## config.mk

```make
export PLATFORM = sky130hd
export DESIGN_NAME = two_phase_clock_monitor
export DESIGN_NICKNAME = d
export VERILOG_FILES = /design/src/rtl/two_phase_clock_monitor.sv
export SDC_FILE = /design/constraint.sdc
export NUM_CORES = 1
export LEC_CHECK = 0
export BUFFER_PORTS_ARGS = -buffer_cell sky130_fd_sc_hd__buf_2
export CAP_MARGIN = 15
export CORE_AREA = 10 10 127 129
export DETAILED_ROUTE_END_ITERATION = 6
export DIE_AREA = 0 0 137 139
export PLACE_DENSITY = 0.44
export SLEW_MARGIN = 25
export SYNTH_ARGS = -nofsm -noshare
export SYNTH_HDL_FRONTEND = slang
export SYNTH_SLANG_ARGS = --single-unit
```

## constraint.sdc

```tcl
create_clock -name clk -period 5.6 [get_ports clk]
set_clock_uncertainty 0.05 [all_clocks]
set_input_delay 0 -clock clk [delete_from_list [all_inputs] [get_ports clk]]
set_output_delay 0 -clock clk [all_outputs]
set_load 0.02 [all_outputs]
```

## src/rtl/two_phase_clock_monitor.sv

```systemverilog
// two_phase_clock_monitor: tracks a non-overlapping c1/c2 clock pair, measures phase widths,
// counts clean cycles and raises sticky overlap/order/width/timeout flags.
module two_phase_clock_monitor #(
    parameter int SYNC_STAGES = 2,
    parameter int CNT_W       = 8,
    parameter int MIN_HIGH    = 2,
    parameter int MAX_HIGH    = 32,
    parameter int TIMEOUT     = 255
) (
    input  logic             clk,
    input  logic             rst_n,
    input  logic             enable,
    input  logic             c1,
    input  logic             c2,
    input  logic             clear_err,
    output logic [2:0]       phase,
    output logic [CNT_W-1:0] c1_width,
    output logic [CNT_W-1:0] c2_width,
    output logic [15:0]      cycle_count,
    output logic             cycle_strobe,
    output logic             locked,
    output logic             err_overlap,
    output logic             err_order,
    output logic             err_width,
    output logic             err_timeout
);
    localparam logic [2:0] IDLE = 3'd0, PH1 = 3'd1, GAP12 = 3'd2, PH2 = 3'd3, GAP21 = 3'd4;
    localparam logic [CNT_W-1:0] MIN_W = CNT_W'(MIN_HIGH);
    localparam logic [CNT_W-1:0] MAX_W = CNT_W'(MAX_HIGH);
    localparam logic [CNT_W-1:0] TO_W  = CNT_W'(TIMEOUT);

    logic [SYNC_STAGES-1:0] c1_sync, c2_sync;
    logic                   c1_d, c2_d;
    logic [2:0]             state, step, nxt;
    logic [CNT_W-1:0]       hi_cnt, idle_cnt;
    logic [1:0]             run;
    logic c1_s, c2_s, rise1, fall1, rise2, fall2, any_edge, in_ph, fall_ph;
    logic e_ovl, e_ord, e_wid, e_to, err, done;

    always_comb begin
        c1_s     = c1_sync[SYNC_STAGES-1];
        c2_s     = c2_sync[SYNC_STAGES-1];
        rise1    = c1_s & ~c1_d;
        fall1    = ~c1_s & c1_d;
        rise2    = c2_s & ~c2_d;
        fall2    = ~c2_s & c2_d;
        any_edge = rise1 | fall1 | rise2 | fall2;
        in_ph    = (state == PH1) | (state == PH2);
        fall_ph  = ((state == PH1) & fall1) | ((state == PH2) & fall2);
        e_ovl    = enable & c1_s & c2_s;
        e_ord    = enable & ((rise2 & ((state == IDLE) | (state == GAP21) | (state == PH1)))
                           | (rise1 & ((state == GAP12) | (state == PH2))));
        e_wid    = enable & in_ph & ((fall_ph & (hi_cnt < MIN_W)) | (hi_cnt > MAX_W));
        e_to     = enable & (state != IDLE) & (idle_cnt >= TO_W);
        err      = e_ovl | e_ord | e_wid | e_to;
        step     = ((state == IDLE) & rise1 & ~c2_s) ? PH1 :
                   ((state == PH1) & fall1)          ? GAP12 :
                   ((state == GAP12) & rise2)        ? PH2 :
                   ((state == PH2) & fall2)          ? GAP21 :
                   ((state == GAP21) & rise1)        ? PH1 : state;
        nxt      = (!enable || err) ? IDLE : step;
        done     = enable & ~err & (state == PH2) & fall2;
    end

    always_ff @(posedge clk or negedge rst_n) begin
        if (!rst_n) begin
            c1_sync <= '0;
            c2_sync <= '0;
            c1_d    <= 1'b0;
            c2_d    <= 1'b0;
        end else begin
            c1_sync <= {c1_sync[SYNC_STAGES-2:0], c1};
            c2_sync <= {c2_sync[SYNC_STAGES-2:0], c2};
            c1_d    <= c1_s;
            c2_d    <= c2_s;
        end
    end

    always_ff @(posedge clk or negedge rst_n) begin
        if (!rst_n) begin
            state        <= IDLE;
            hi_cnt       <= '0;
            idle_cnt     <= '0;
            c1_width     <= '0;
            c2_width     <= '0;
            cycle_count  <= '0;
            cycle_strobe <= 1'b0;
            run          <= '0;
            err_overlap  <= 1'b0;
            err_order    <= 1'b0;
            err_width    <= 1'b0;
            err_timeout  <= 1'b0;
        end else begin
            state        <= nxt;
            cycle_strobe <= done;
            // a newly detected error wins over a coincident clear
            err_overlap  <= e_ovl | (err_overlap & ~clear_err);
            err_order    <= e_ord | (err_order & ~clear_err);
            err_width    <= e_wid | (err_width & ~clear_err);
            err_timeout  <= e_to | (err_timeout & ~clear_err);
            run          <= (!enable || err) ? 2'd0 : (done && run != 2'd2) ? run + 2'd1 : run;
            if (enable) begin
                idle_cnt <= (any_edge || state == IDLE) ? '0 : (idle_cnt != '1) ? idle_cnt + 1'b1 : idle_cnt;
                hi_cnt   <= ((nxt == PH1 || nxt == PH2) && nxt != state) ? CNT_W'(1) :
                            (in_ph && hi_cnt != '1) ? hi_cnt + 1'b1 : hi_cnt;
                if (state == PH1 && fall1)
                    c1_width <= hi_cnt;
                if (state == PH2 && fall2)
                    c2_width <= hi_cnt;
                if (done)
                    cycle_count <= cycle_count + 16'd1;
            end
        end
    end

    assign phase  = state;
    assign locked = (run == 2'd2);
endmodule
```

Word-level counts from Yosys, hierarchy flattened
Cells that the tools add are included.

Equal/unequal tests: 11. Order comparisons: 3. $add $sub $neg: 4. Muxes and demuxes: 12. Bitwise logic cells: 50. Reductions and logical operators: 19.

Operators with widths (count): 8-bit two-way mux (4); 1-bit bitwise AND (27); 3-bit two-way mux (6); 1-bit bitwise OR (17); 16-bit by 1-bit adder with 16-bit output (second input constant) (1); 8-bit by 1-bit adder with 8-bit output (second input constant) (2); 8-bit != test (second input constant) (2); 2-bit AND reduction (5); 3-bit by 2-bit equality test with 1-bit output (second input constant) (3); 8-bit >= comparator (second input constant) (1); 8-bit by 6-bit greater-than comparator with 1-bit output (second input constant) (1); 8-bit by 2-bit < comparator with 1-bit output (second input constant) (1); 3-bit by 1-bit equality test with 1-bit output (second input constant) (2); 1-bit NOT (6); 2-bit nonzero test (3); 1-bit logical AND (5); 2-bit two-way mux (2); 3-bit equality test (second input constant) (1); 3-bit zero test (1); 1-bit logical OR (3); 3-bit != test (1); 3-bit nonzero test (1); 2-bit by 1-bit adder with 2-bit output (second input constant) (1); 2-bit equality test (second input constant) (1); 2 further kinds (2).

Output and inout port bits: 41. Flip-flop bits (word level): 64.

Depth between registers and ports, before layout
Gate-level depths: netlist of run 1.

Word-level depth: 16. Depth in mapped cells: 8. Depth with buffers taken out: 7.

Least setup slack after synthesis of run 1
OpenSTA, ideal clock, no wires.

Kind: reg2reg. Start point: register state[1], in the netlist phase[1]. End point: register hi_cnt[6]. Stages on the path, launching flop included: 7. Required time: 5398 ps. Arrival time: 1887 ps. Slack: 3511 ps. Buffers on the path: 1. Path through: dfrtp_1 -> clkbuf_1 -> nor3_1 -> nor3_1 -> a211o_1 -> nor3_1 -> nor3_1.

Cells in the longest elaborated chain, start to end: 16. Elaborated cells between the ends (all ways): 46.

Ends and longest elaborated chain: from (decl) (line 34) `logic [2:0] state, step, nxt;`; from (signal assigned) (line 94) `state <= nxt;`; 3-bit equality test / 3-bit zero test (equally long branches) (line 51, 60, 56); 1-bit bitwise OR (2 in series) (line 51) `e_ord = enable & ((rise2 & ((state == IDLE) | (state == GAP21) | (state == PH1)))`; 1-bit bitwise AND (line 51); 1-bit bitwise OR (line 52) `| (rise1 & ((state == GAP12) | (state == PH2))));`; 1-bit bitwise AND (line 51); 1-bit bitwise OR (3 in series) (line 55) `err = e_ovl | e_ord | e_wid | e_to;`; 1-bit logical OR (line 61) `nxt = (!enable || err) ? IDLE : step;`; 3-bit two-way mux (line 61); 3-bit by 1-bit equality test with 1-bit output / 3-bit by 2-bit equality test with 1-bit output (equally long branches) (line 104) `hi_cnt <= ((nxt == PH1 || nxt == PH2) && nxt != state) ? CNT_W'(1) :`; 1-bit logical OR (line 104); 1-bit logical AND (line 104); 2-bit nonzero test (no source line); 2-bit AND reduction (no source line); to (signal assigned) (line 104); to (decl) (line 35) `logic [CNT_W-1:0] hi_cnt, idle_cnt;`.

Several ways; a longest one is shown, not always the timed one. A chain may end at the register's enable or synchronous reset.

Final worst setup path of run 1
Start point: register hi_cnt[4]. End point: register cycle_count[1].

Cells in the longest elaborated chain, start to end: 11. Elaborated cells between the ends (all ways): 12.

Ends and longest elaborated chain: 8-bit by 2-bit < comparator with 1-bit output (line 53) `e_wid = enable & in_ph & ((fall_ph & (hi_cnt < MIN_W)) | (hi_cnt > MAX_W));`; 1-bit bitwise AND (line 53); 1-bit bitwise OR (*) (line 53); 1-bit bitwise AND (*) (line 53); 1-bit bitwise OR (*) (2 in series) (line 55); 1-bit NOT (*) (line 62) `done = enable & ~err & (state == PH2) & fall2;`; 1-bit bitwise AND (*) (3 in series) (line 62); via done (line 38) `logic e_ovl, e_ord, e_wid, e_to, err, done;`; 2-bit AND reduction (no source line) (*); to (signal assigned) (line 111) `cycle_count <= cycle_count + 16'd1;`; to (decl) (line 19) `output logic [15:0] cycle_count,`.

Mark *: on every way through the listed nets, which the timed path passes. The rest lies on a longest branch.

==> results, run 1 <==
- The capture endpoint of the worst hold path is err_timeout$_DFF_PN0_.
- The post-synthesis sequential area ratio is 52.2%.
- The arrival time at the worst endpoint is 2.69 ns.
- The floorplan step set the die height to 139 um.
- The site row count is 43.
- Of all nets on the critical path, the largest fanout is 17.
- The effective utilization at floorplan is 22.5%.
- The number of distinct library cells after synthesis is 50.
- The launch instance of the worst min-delay path is enable.
- The number of fill cells in the layout is 1,448.
- After detailed routing, the average wire length per cell comes to 14.3 um.
- The synthesized design contains 0 enable-type register cells.
- The die outline width is 137 um.
- The synthesized area per cell is 11.0 um^2.
- Total power for the finished layout comes to 1.10 mW.
- Wires add up to 7350 um.
- 47 I/O pins were placed.
- The count of buffers from port buffering is 46.
- The final max-slew violation count came to 0.
- Prior to clock tree synthesis, the placed netlist has a worst setup slack of 2.90 ns.
- The tree built by TritonCTS fans out to 64 sinks.
- The synthesized area is 0.00307 mm^2.
- The area inside the core boundary is 0.0137 mm^2.
- For this run, the leading register cell type out of synthesis is sky130_fd_sc_hd__dfrtp_1.
- Setup repair after global routing left no endpoint under its margin.
- The total number of vias is 2,241.
- The clock latency at the later pin of the worst-skew pair is 0.33 ns.
- The final critical path takes up 45.2% of the cycle.
- Of the total synthesized cell area, the portion taken by AND, OR, NAND and NOR gates is 21.1%.
- The final sum of negative setup slack is 0 ns.
- Across the VDD grid, the largest voltage drop is 0.000134 V.
- The detailed-router iteration count before antenna repair is 4.
- The setup path with the least slack is of type reg -> reg.
- The run finished with clean final reports.
- The family with the most delay on the worst path is compound AO/OA/AOI/OAI gates.
- The critical path runs through a total of 5 cells.
- In the global route stage, overall resource usage came out at 8.03%.
- Across the run, the number of max-cap violations was 0.
- Global routing finished with a remaining overflow of 0.
- The number of antenna violations at the first check in global routing is 0.
- The weighted congestion reported at the end of routability-driven placement is 0.778.
- After technology mapping, the gate count stands at 278.
- Summing the areas of all fa, ha and maj instances in the mapped netlist gives 2.45% of the synthesized area.
- The start of the worst register-to-register path is hi_cnt[4]$_DFFE_PN0P_.
- At the pin with the least slew margin, the transition time is 0.825 ns.
- The analysis attributes to cell leakage a power of 1.86 nW.
- In the synthesized netlist, mux cells make up 7.06% of the area.
- The floorplan step defined a die boundary enclosing 0.0190 mm^2.
- The HPWL after detailed placement is 5130 um.
- The finished cells cover 0.00381 mm^2.
- The proportion of layout cells with a drive suffix above 1 is 27.5%.
- The final-report hold violation count is 0.
- The storage element area is 0.00160 mm^2.
- The first routing iteration left 120 violations.
- The highest clock frequency the design can meet is 395 MHz.
- The total power density per cell area is 289 mW/mm^2.
- After synthesis, the share of flip-flops with an asynchronous set or reset is 100%.
- The number of antenna diodes is 0.
- The maximum single-stage delay on the critical path is 0.57 ns.
- The setup check on the worst reg-to-reg path leaves a slack of 3.07 ns.
- In this run the cell area measured after placement is 0.00348 mm^2.
- The slowest library cell on the worst path is sky130_fd_sc_hd__or4_4.
- Compared with the post-synthesis result, the final layout area differs by 24.3%.
- Entering global routing, the biggest net connects 65 pins.
- The flip-flop and latch count after synthesis is 64.
- Counting the buffers created by CTS gives 9.
- The synthesized netlist devotes 7.34% of its cell area to compound gates.
- The worst-case reg-to-reg path depth is 5.
- After synthesis, the largest family of logic cells by area is simple AND/OR/NAND/NOR gates.
- The cell sitting at the root of the clock tree is a sky130_fd_sc_hd__clkbuf_16.
- Together, buffers and inverters on the worst path number 0.
- Setup slack on the critical path of the routed design comes to 3.07 ns.
- After clock tree synthesis, the flow added hold-fix buffers numbering 4.
- The detail route stage leaves a number of antenna-violating nets equal to 0.
- The H-tree depth is 3.
- Counting along the longest clock path gives a buffer depth of 2.
- The total setup violations reported at the end of the flow is 0.
- For this run, the number of Yosys warnings is 0.
- Final hold analysis gives a worst-case slack of 0.0545 ns.
- The number of global-route vias before repair came to 2,246.
- The number of cells traversed by the worst hold path is 2.
- The worst pin sits at a relative slew slack of 45.0%.
- Summing the areas of all xor and xnor instances in the mapped netlist gives 7.42% of the synthesized area.
- In this run the critical register-to-register path is captured at cycle_count[1]$_DFFE_PN0P_.
- The number of cells upsized or downsized after cts is 0.
- The multi-input gate area in the final layout is 0.00140 mm^2.
- For the worst setup path, the data required time is 5.76 ns.
- Buffers added to address setup during post-CTS repair amount to 0.
- Synthesis produced a netlist with a net count of 290.
- The signal on the critical path passes through or4_4 > a211o_1 > a31oi_4 > nor3_2 > mux2_4.
- The class of the worst hold path is in -> reg.
- The minimum clock period is 2.53 ns.
- After detailed routing, the number of remaining DRC violations is 0.
- The first-pass GRT wire length is 12,000 um.
- The clock tree from TritonCTS is built.
- STA classifies the critical path endpoint as a flip-flop.
- Using the TritonRoute via totals, the vias-per-cell ratio works out to 4.35.
- The worst setup path is launched from a flip-flop.
- At the end of the flow, the number of nets in the layout was 342.
- The clock slew seen by the registers of the worst setup and hold paths is 0.05 ns.
## routing by layer
layer	wire length (um)	track usage [%]	part of all wire [%]	up-vias
li1	-	-	-	1089
met1	3510	10.6	48	1091
met2	3090	11.0	42	53
met3	625	3.59	8.5	8
met4	114	3.27	1.6	0
met5	0	0	0	-
## placed cells by master, fill, tap and decap left out, types with 3 or more instances in the layout
master	n
sky130_fd_sc_hd__or2_2	3
sky130_fd_sc_hd__xor2_1	24
sky130_fd_sc_hd__o21ai_0	8
sky130_fd_sc_hd__clkbuf_8	3
sky130_fd_sc_hd__nor2_1	22
sky130_fd_sc_hd__and3_1	5
sky130_fd_sc_hd__ha_1	6
sky130_fd_sc_hd__a21oi_1	6
sky130_fd_sc_hd__dfrtp_1	64
sky130_fd_sc_hd__dlygate4sd3_1	4
sky130_fd_sc_hd__nor4_2	4
sky130_fd_sc_hd__nand3b_1	4
sky130_fd_sc_hd__nand2b_1	3
sky130_fd_sc_hd__and2_1	6
sky130_fd_sc_hd__nor4_1	4
sky130_fd_sc_hd__nor3_1	9
sky130_fd_sc_hd__clkbuf_16	9
sky130_fd_sc_hd__nand2_1	24
sky130_fd_sc_hd__inv_1	7
sky130_fd_sc_hd__nand4_1	10
sky130_fd_sc_hd__nand3_1	6
sky130_fd_sc_hd__mux2_2	17
sky130_fd_sc_hd__buf_2	46
## synthesized netlist by cell type, drive strengths merged (5+ instances only)
cell / number / share of area, %
nor2: 22 / 2.7
nand3: 6 / 0.98
nand4: 10 / 2.0
ha: 6 / 2.4
nor3: 11 / 2.0
a21oi: 6 / 0.98
dfrtp: 64 / 52
clkbuf: 6 / 0.73
mux2: 18 / 6.7
and3: 5 / 1.0
nand2: 24 / 2.9
and2: 6 / 1.2
xor2: 24 / 6.9
inv: 7 / 0.86
nor4: 9 / 3.1
o21ai: 9 / 1.6
## flip-flops by register name (all words and copies together), names as in the netlist, 3 cells and up
name / flops
cycle_count: 16
c1_width: 8
c2_width: 8
hi_cnt: 8
idle_cnt: 8
phase: 3
## worst reg2reg max path, cell delays in order (launching register included)
cell,delay [ns]
sky130_fd_sc_hd__dfrtp_1,0.45
sky130_fd_sc_hd__or4_4,0.57
sky130_fd_sc_hd__a211o_1,0.31
sky130_fd_sc_hd__a31oi_4,0.54
sky130_fd_sc_hd__nor3_2,0.17
sky130_fd_sc_hd__mux2_4,0.33
## where the power goes
| group | switching (mW) | total, mW | internal (mW) |
|---|---|---|---|
| logic | 0.0429 | 0.0730 | 0.0301 |
| registers | 0.0239 | 0.502 | 0.478 |
| clock network | 0.191 | 0.526 | 0.335 |
## worst max-delay path by stage
stage	start	endpoint	slack (ns)
2_1_floorplan	phase[1]$_DFF_PN0_	hi_cnt[6]$_DFFE_PN0P_	3.51
3_3_place_gp	phase[2]$_DFF_PN0_	hi_cnt[6]$_DFFE_PN0P_	2.97
3_5_place_dp	phase[2]$_DFF_PN0_	hi_cnt[6]$_DFFE_PN0P_	2.90
4_1_cts	phase[2]$_DFF_PN0_	hi_cnt[6]$_DFFE_PN0P_	2.87
5_1_grt	hi_cnt[4]$_DFFE_PN0P_	cycle_count[1]$_DFFE_PN0P_	2.95
6_report	hi_cnt[4]$_DFFE_PN0P_	cycle_count[1]$_DFFE_PN0P_	3.07
## logic make-up after synthesis
| logic type | Yosys count |
|---|---|
| AND/OR/NAND/NOR | 114 |
| flip-flops | 64 |
| AO/OA/AOI/OAI | 32 |
| XOR/XNOR | 26 |
| multiplexers | 19 |
| buffers and inverters | 17 |
| adder cells (fa/ha/maj) | 6 |
## area by class of cell
cell class                 instances  share of cell area [%]
tap                              180                    5.90
clock inverter                     2                   0.328
multi-input combinational        197                    36.6
timing repair buffer              51                    7.28
clock buffer                      14                    7.18
sequential                        64                    42.0
inverter                           7                   0.689
## per-stage QoR
step	std cells	utilization (%)
after floorplan	278	-
after global placement	495	25.5
after detailed placement	495	25.5
after CTS	515	27.9
after global routing	515	27.9
final	515	27.9
Power figures use the tool's default switching activity.
==> inputs of run 2 (changes only) <==
==> constraint.sdc (replaced) <==
create_clock -name clk -period 2.5 [get_ports clk]
set_clock_uncertainty 0.05 [all_clocks]
set_input_delay 0 -clock clk [delete_from_list [all_inputs] [get_ports clk]]
set_output_delay 0 -clock clk [all_outputs]
set_load 0.02 [all_outputs]
==> results, run 2 (synthesis gave the netlist of run 1 again) <==
- Summed over all nets, the half-perimeter wirelength after detailed placement is 5440 um.
- The site row count is 43.
- The post-route core utilization is 28.6%.
- The number of cells upsized or downsized after cts is 0.
- The most frequent standard cell in the layout excluding fill and tap cells is sky130_fd_sc_hd__dfrtp_1.
- The ratio of routed vias to standard cells is 4.39.
- For the final routed database, the setup TNS stands at 0 ns.
- The area growth from synthesis to layout is 27.4%.
- The leakage power is 1.91 nW.
- The detailed-router iteration count before antenna repair is 4.
- For this configuration, the core starts out at a cell density of 22.5%.
- The classification of the worst setup path is reg -> reg.
- The total chip power is 2.62 mW.
- The number of antenna diodes is 0.
- The number of flip-flops in the largest register is 16.
- The buffer count from post-CTS setup fixing is 0.
- The pin count of the biggest net entering global routing is 30.
- The root buffer cell is sky130_fd_sc_hd__clkbuf_16.
- From left edge to right edge, the die measures 137 um.
- In this run the cell area measured after placement is 0.00355 mm^2.
- The first-pass GRT wire length is 12,500 um.
- After detailed routing, the total wire length is 7470 um.
- At the pin with the least slew margin, the transition time is 0.636 ns.
- The count of buffers from port buffering is 46.
- The clock sink count is 64.
- The post-route DRC violation count is 0.
- The arrival time at the worst endpoint is 2.29 ns.
- The count of routing violations after the opening detailed-route iteration is 103.
- Setup repair after global routing left no endpoint under its margin.
- The highest ir drop seen on vdd is 0.000288 V.
- Of the cells placed in the final design, the portion with a size suffix greater than 1 is 28.9%.
- The number of global-route vias before repair is 2,305.
- Ranked by flip-flop count, first place goes to cycle_count.
- The core region is 0.0137 mm^2.
- The class of the worst hold path is in -> reg.
- The weighted congestion reported at the end of routability-driven placement is 0.781.
- The final-report hold violation count is 0.
- The clock slew seen by the registers of the worst setup and hold paths is 0.05 ns.
- TritonCTS built the clock tree.
- The H-tree was split into 3 levels.
- Measured in cells, the most critical reg-to-reg path has a length of 5.
- The die span in y is 139 um.
- The uppermost signal routing layer after detailed routing is met4.
- The layout has 1,444 filler cells.
- The data required time at the worst endpoint is 2.66 ns.
- Wire segments on met2 add up to 3110 um in the final route.
- The routed length per placed instance is 14.3 um.
- In the detailed route, the total length drawn on met3 is 579 um.
- Global routing consumed, over all layers together, 8.31% of the routing resources.
- The number of antenna violations at the first check in global routing is 0.
- Buffers inserted during clock tree synthesis total 9.
- The number of nets with antenna violations after detailed routing is 0.
- The run finished with clean final reports.
- In the layout the commonest cells are sky130_fd_sc_hd__dfrtp_1, sky130_fd_sc_hd__buf_2, sky130_fd_sc_hd__nand2_1, sky130_fd_sc_hd__xor2_1, sky130_fd_sc_hd__nor2_1.
- For the finished layout, the period the worst path requires is 2.13 ns.
- The number of primary I/O pins is 47.
- The tool flagged a number of max-cap violations equal to 0.
- The total number of vias is 2,289.
- The clock latency at the later pin of the worst-skew pair is 0.33 ns.
- The residual overflow from global routing is 0.
- The highest clock frequency the design can meet is 470 MHz.
- The maximum root-to-sink buffer count is 2.
- The critical path startpoint category is a flip-flop.
- The finished cells cover 0.00391 mm^2.
- The ratio of final minimum period to clock period is 85.1%.
- The total power density per cell area is 671 mW/mm^2.
- The critical path capture point type is a flip-flop.
- The number of cells traversed by the worst hold path is 2.
- The worst pin sits at a relative slew slack of 57.0%.
- The floorplan step defined a die boundary enclosing 0.0190 mm^2.
- The total setup violations reported at the end of the flow is 0.
- Of all nets on the critical path, the largest fanout is 7.
- The net count of the finished layout is 349.
- The final max-slew violation count is 0.
- For this block, wires on met1 add up to 3700 um.
run 2: cell count changes in the layout (fill, tap and decap cells not counted):
| cell | before | now |
|---|---|---|
| sky130_fd_sc_hd__buf_12 | 0 | 1 |
| sky130_fd_sc_hd__clkinvlp_4 | 1 | 0 |
| sky130_fd_sc_hd__nor3_1 | 9 | 10 |
| sky130_fd_sc_hd__buf_4 | 1 | 7 |
| sky130_fd_sc_hd__bufinv_16 | 0 | 1 |
| sky130_fd_sc_hd__clkbuf_1 | 2 | 1 |
| sky130_fd_sc_hd__clkbuf_8 | 3 | 4 |
| sky130_fd_sc_hd__nor3_2 | 2 | 1 |
run 2: metal layers:
layer	vias up	GRT usage [%]
met1	1117	11.0
met2	57	11.4
met5	-	0
met4	0	3.00
li1	1109	-
met3	6	3.84
run 2: report_power, final:
group / switching, mW / total (mW) / internal [mW]
Combinational: 0.110 / 0.189 / 0.0785
Sequential: 0.0440 / 1.11 / 1.07
Clock: 0.441 / 1.32 / 0.879
run 2: final timing paths:
path / startpoint / end / slack, ns
max in group asynchronous: rst_n / c2_width[6]$_DFFE_PN0P_ / 1.63
worst max-delay path: hi_cnt[2]$_DFFE_PN0P_ / cycle_count[1]$_DFFE_PN0P_ / 0.37
worst min register to register: c2_sync[0]$_DFF_PN0_ / c2_sync[1]$_DFF_PN0_ / 0.30
worst min-delay path: enable / err_timeout$_DFF_PN0_ / 0.04
min in group asynchronous: rst_n / cycle_count[13]$_DFFE_PN0P_ / 0.07
worst max register to register: hi_cnt[2]$_DFFE_PN0P_ / cycle_count[1]$_DFFE_PN0P_ / 0.37
run 2: cell type report:
cell class / count / area, um^2 / area share [%]
clock buffers: 14 / 284 / 7.27
clock inverters: 2 / 35.0 / 0.897
inverters: 7 / 26.3 / 0.672
flip-flops and latches: 64 / 1600 / 41.0
repair buffers: 58 / 343 / 8.77
well taps: 180 / 225 / 5.76
multi-input cells: 197 / 1390 / 35.6
run 2: metrics by stage:
step	hold WS [ns]	cells	worst slack [ns]
after floorplan	-0.346	278	0.411
after global routing	0.0590	522	0.171
after CTS	0.0424	522	0.348
after detailed placement	-0.105	502	0.347
after global placement	-0.106	502	0.385
final	0.0420	522	0.373
run 2: timing repair:
item | CTS | global route
hold buffers | 4 | 0
endpoints found under the setup margin | 0 | 0
hold endpoints to repair | 38 | 0
run 2: worst max-delay path, stage by stage, from the launching register on:
cell and delay [ns]:
sky130_fd_sc_hd__dfrtp_1 0.45, sky130_fd_sc_hd__or4_4 0.55, sky130_fd_sc_hd__o21ai_2 0.17, sky130_fd_sc_hd__a31oi_4 0.12, sky130_fd_sc_hd__nor3_2 0.34, sky130_fd_sc_hd__mux2_4 0.33
==> inputs of run 3 (changes only) <==
--- a/config.mk
+++ b/config.mk
@@ -11,7 +11,7 @@
 export DETAILED_ROUTE_END_ITERATION = 6
 export DIE_AREA = 0 0 137 139
 export PLACE_DENSITY = 0.44
-export SLEW_MARGIN = 25
+export SLEW_MARGIN = 20
 export SYNTH_ARGS = -nofsm -noshare
 export SYNTH_HDL_FRONTEND = slang
 export SYNTH_SLANG_ARGS = --single-unit
==> constraint.sdc (replaced) <==
create_clock -name clk -period 2.15 [get_ports clk]
set_clock_uncertainty 0.05 [all_clocks]
set_input_delay 0 -clock clk [delete_from_list [all_inputs] [get_ports clk]]
set_output_delay 0 -clock clk [all_outputs]
set_load 0.02 [all_outputs]
==> results, run 3 (synthesis gave the netlist of run 1 again) <==
- From bottom edge to top edge, the die measures 139 um.
- The number of standard cells in the final layout excluding fillers is 539.
- The proportion of layout cells with a drive suffix above 1 is 34.3%.
- The tree is rooted in a sky130_fd_sc_hd__clkbuf_16.
- The final-report hold violation count came to 0.
- The final HPWL from detailed placement is 5400 um.
- The highest ir drop seen on vdd is 0.000412 V.
- The number of max-capacitance violations reported is 0.
- The area growth from synthesis to layout is 31.4%.
- The total number of vias is 2,355.
- Post-CTS timing repair inserted 0 buffers for setup.
- In this run the number of H-tree levels came out at 3.
- The weighted congestion reported at the end of routability-driven placement is 0.787.
- The number of antenna violations at the first check in global routing is 0.
- The path class of the tightest hold or removal check is in -> reg.
- Data on the critical path arrives at its endpoint at 2.23 ns.
- The number of nets with antenna violations after detailed routing is 0.
- By startpoint and endpoint, the worst setup path is classified as reg -> reg.
- After layout, the worst path uses 97.0% of the clock period.
- The register with the most flip-flops is cycle_count.
- The tightest slew margin relative to the limit is 74.8%.
- In the global route stage, overall resource usage came out at 8.45%.
- Buffers inserted during clock tree synthesis total 9.
- STA classifies the critical path endpoint as a flip-flop.
- The repair_antennas step left the layout with diodes totalling 0.
- TritonCTS built the clock tree.
- The minimum clock period is 2.09 ns.
- The number of nets in the final layout is 366.
- The maximum fanout along the worst path is 9.
- The final sum of negative setup slack is 0 ns.
- The count of buffers added on input and output ports is 46.
- The most frequent standard cell in the layout excluding fill and tap cells is sky130_fd_sc_hd__dfrtp_1.
- In this run the cell area measured after placement is 0.00368 mm^2.
- STA classifies the critical path startpoint as a flip-flop.
- CTS saw 64 sinks.
- The post-route DRC violation count is 0.
- The pin count of the biggest net entering global routing is 65.
- The maximum root-to-sink buffer count is 2.
- The number of global-route vias before repair is 2,438.
- In this run the core area contains 43 standard-cell rows.
- Setup violations remaining at the end of the flow were counted as 0.
- The post-detailed-routing wire length is 7570 um.
- The data required time at the worst endpoint is 2.30 ns.
- For this run, the detailed router's first-pass iteration total came to 4.
- The highest clock frequency the design can meet is 479 MHz.
- Measured on the finished design, the core utilization comes to 29.5%.
- After routing the design area is 0.00403 mm^2.
- In the layout the commonest cells are sky130_fd_sc_hd__dfrtp_1, sky130_fd_sc_hd__buf_2, sky130_fd_sc_hd__nand2_1, sky130_fd_sc_hd__xor2_1, sky130_fd_sc_hd__buf_4.
- Setup repair after global routing could not meet its margin everywhere.
- The area inside the core boundary is 0.0137 mm^2.
- The most critical setup path has its startpoint at hi_cnt[4]$_DFFE_PN0P_.
- The total power density per cell area is 721 mW/mm^2.
- After clock tree synthesis, the clock-pin slew on the worst setup and hold paths is 0.06 ns.
- The count of routing violations after the opening detailed-route iteration is 111.
- The number of placed instances, taps included, is 519.
- During I/O placement, the number of pins put on the boundary was 47.
- The final max-slew violation count came to 0.
- The transition time at the pin with the least slew margin is 0.378 ns.
- The routed length per placed instance is 14.0 um.
- The launch instance of the worst min-delay path is enable.
- The floorplan step defined a die boundary enclosing 0.0190 mm^2.
- The leakage power is 1.98 nW.
- The number of fill cells in the layout is 1,464.
- The ratio of routed vias to standard cells is 4.37.
- The number of flip-flops in the largest register is 16.
- The first global-routing pass estimated 12,900 um of wire.
- The clock latency at the later pin of the worst-skew pair is 0.33 ns.
- The worst register-to-register path begins at hi_cnt[4]$_DFFE_PN0P_.
- The initial utilization of the core area, before any placement, comes to 22.5%.
- Measured along the x axis, the die boundary spans 137 um.
- The residual overflow from global routing is 0.
- The run finished with clean final reports.
run 3: changes by cell type in the layout (fill, tap and decap cells not counted), sizes merged:
cell      delta
bufinv       -1
clkbuf       -4
buf         +17
clkinvlp     +3
clkinv       +2
run 3: layout make-up:
type / count / area, um^2 / area share [%]
clock buffers: 10 / 239 / 5.93
clock inverters: 6 / 45.0 / 1.12
inverters: 7 / 26.3 / 0.652
multi-input cells: 197 / 1420 / 35.3
flip-flops and latches: 64 / 1600 / 39.7
well taps: 180 / 225 / 5.59
repair buffers: 75 / 470 / 11.7
run 3: what timing repair did:
action	4_1_cts	5_1_grt
endpoints found under the setup margin	0	12
hold buffers	4	0
hold endpoints to repair	67	0
gates resized for setup	0	6
run 3: path summary, 6_finish.rpt:
kind,end,slack [ns],cells after the start
max,cycle_count[5]$_DFFE_PN0P_,0.06,6
min,err_timeout$_DFF_PN0_,0.06,2
min reg2reg,c1_sync[1]$_DFF_PN0_,0.30,0
min in group asynchronous,cycle_count[11]$_DFFE_PN0P_,0.17,3
max reg2reg,cycle_count[5]$_DFFE_PN0P_,0.06,6
max in group asynchronous,c2_sync[0]$_DFF_PN0_,1.59,3
run 3: worst max-delay path: stages, from the launching register on:
cell                      delay (ns)
sky130_fd_sc_hd__dfrtp_1        0.38
sky130_fd_sc_hd__or4_4          0.54
sky130_fd_sc_hd__a211o_1        0.31
sky130_fd_sc_hd__a31oi_4        0.22
sky130_fd_sc_hd__buf_4          0.21
sky130_fd_sc_hd__nor4_1         0.08
sky130_fd_sc_hd__xor2_1         0.15
run 3: stage by stage:
step                      power, mW  hold WS [ns]  setup slack [ns]
after floorplan                1.43        -0.346            0.0611
after global placement         1.56       0.00141            0.0226
after detailed placement       1.56       0.00240            0.0233
after CTS                      2.96        0.0463          0.000853
after global routing           3.05        0.0585           -0.0356
final                          2.91        0.0574            0.0641
run 3: power breakdown:
part | total [mW] | leakage [nW] | internal [mW] | switching [mW]
Combinational | 0.266 | 0.975 | 0.113 | 0.153
Sequential | 1.27 | 0.871 | 1.24 | 0.0303
Clock | 1.37 | 0.131 | 0.812 | 0.554
Total | 2.91 | 1.98 | 2.17 | 0.737
run 3: per-layer routing:
layer	part of all wire, %	wire [um]	up-vias	global-route usage, %
li1	-	-	1148	-
met1	48	3640	1145	11.0
met2	43	3280	52	12.2
met3	6.8	512	10	3.08
met4	1.8	136	0	3.66
met5	0	0	-	0
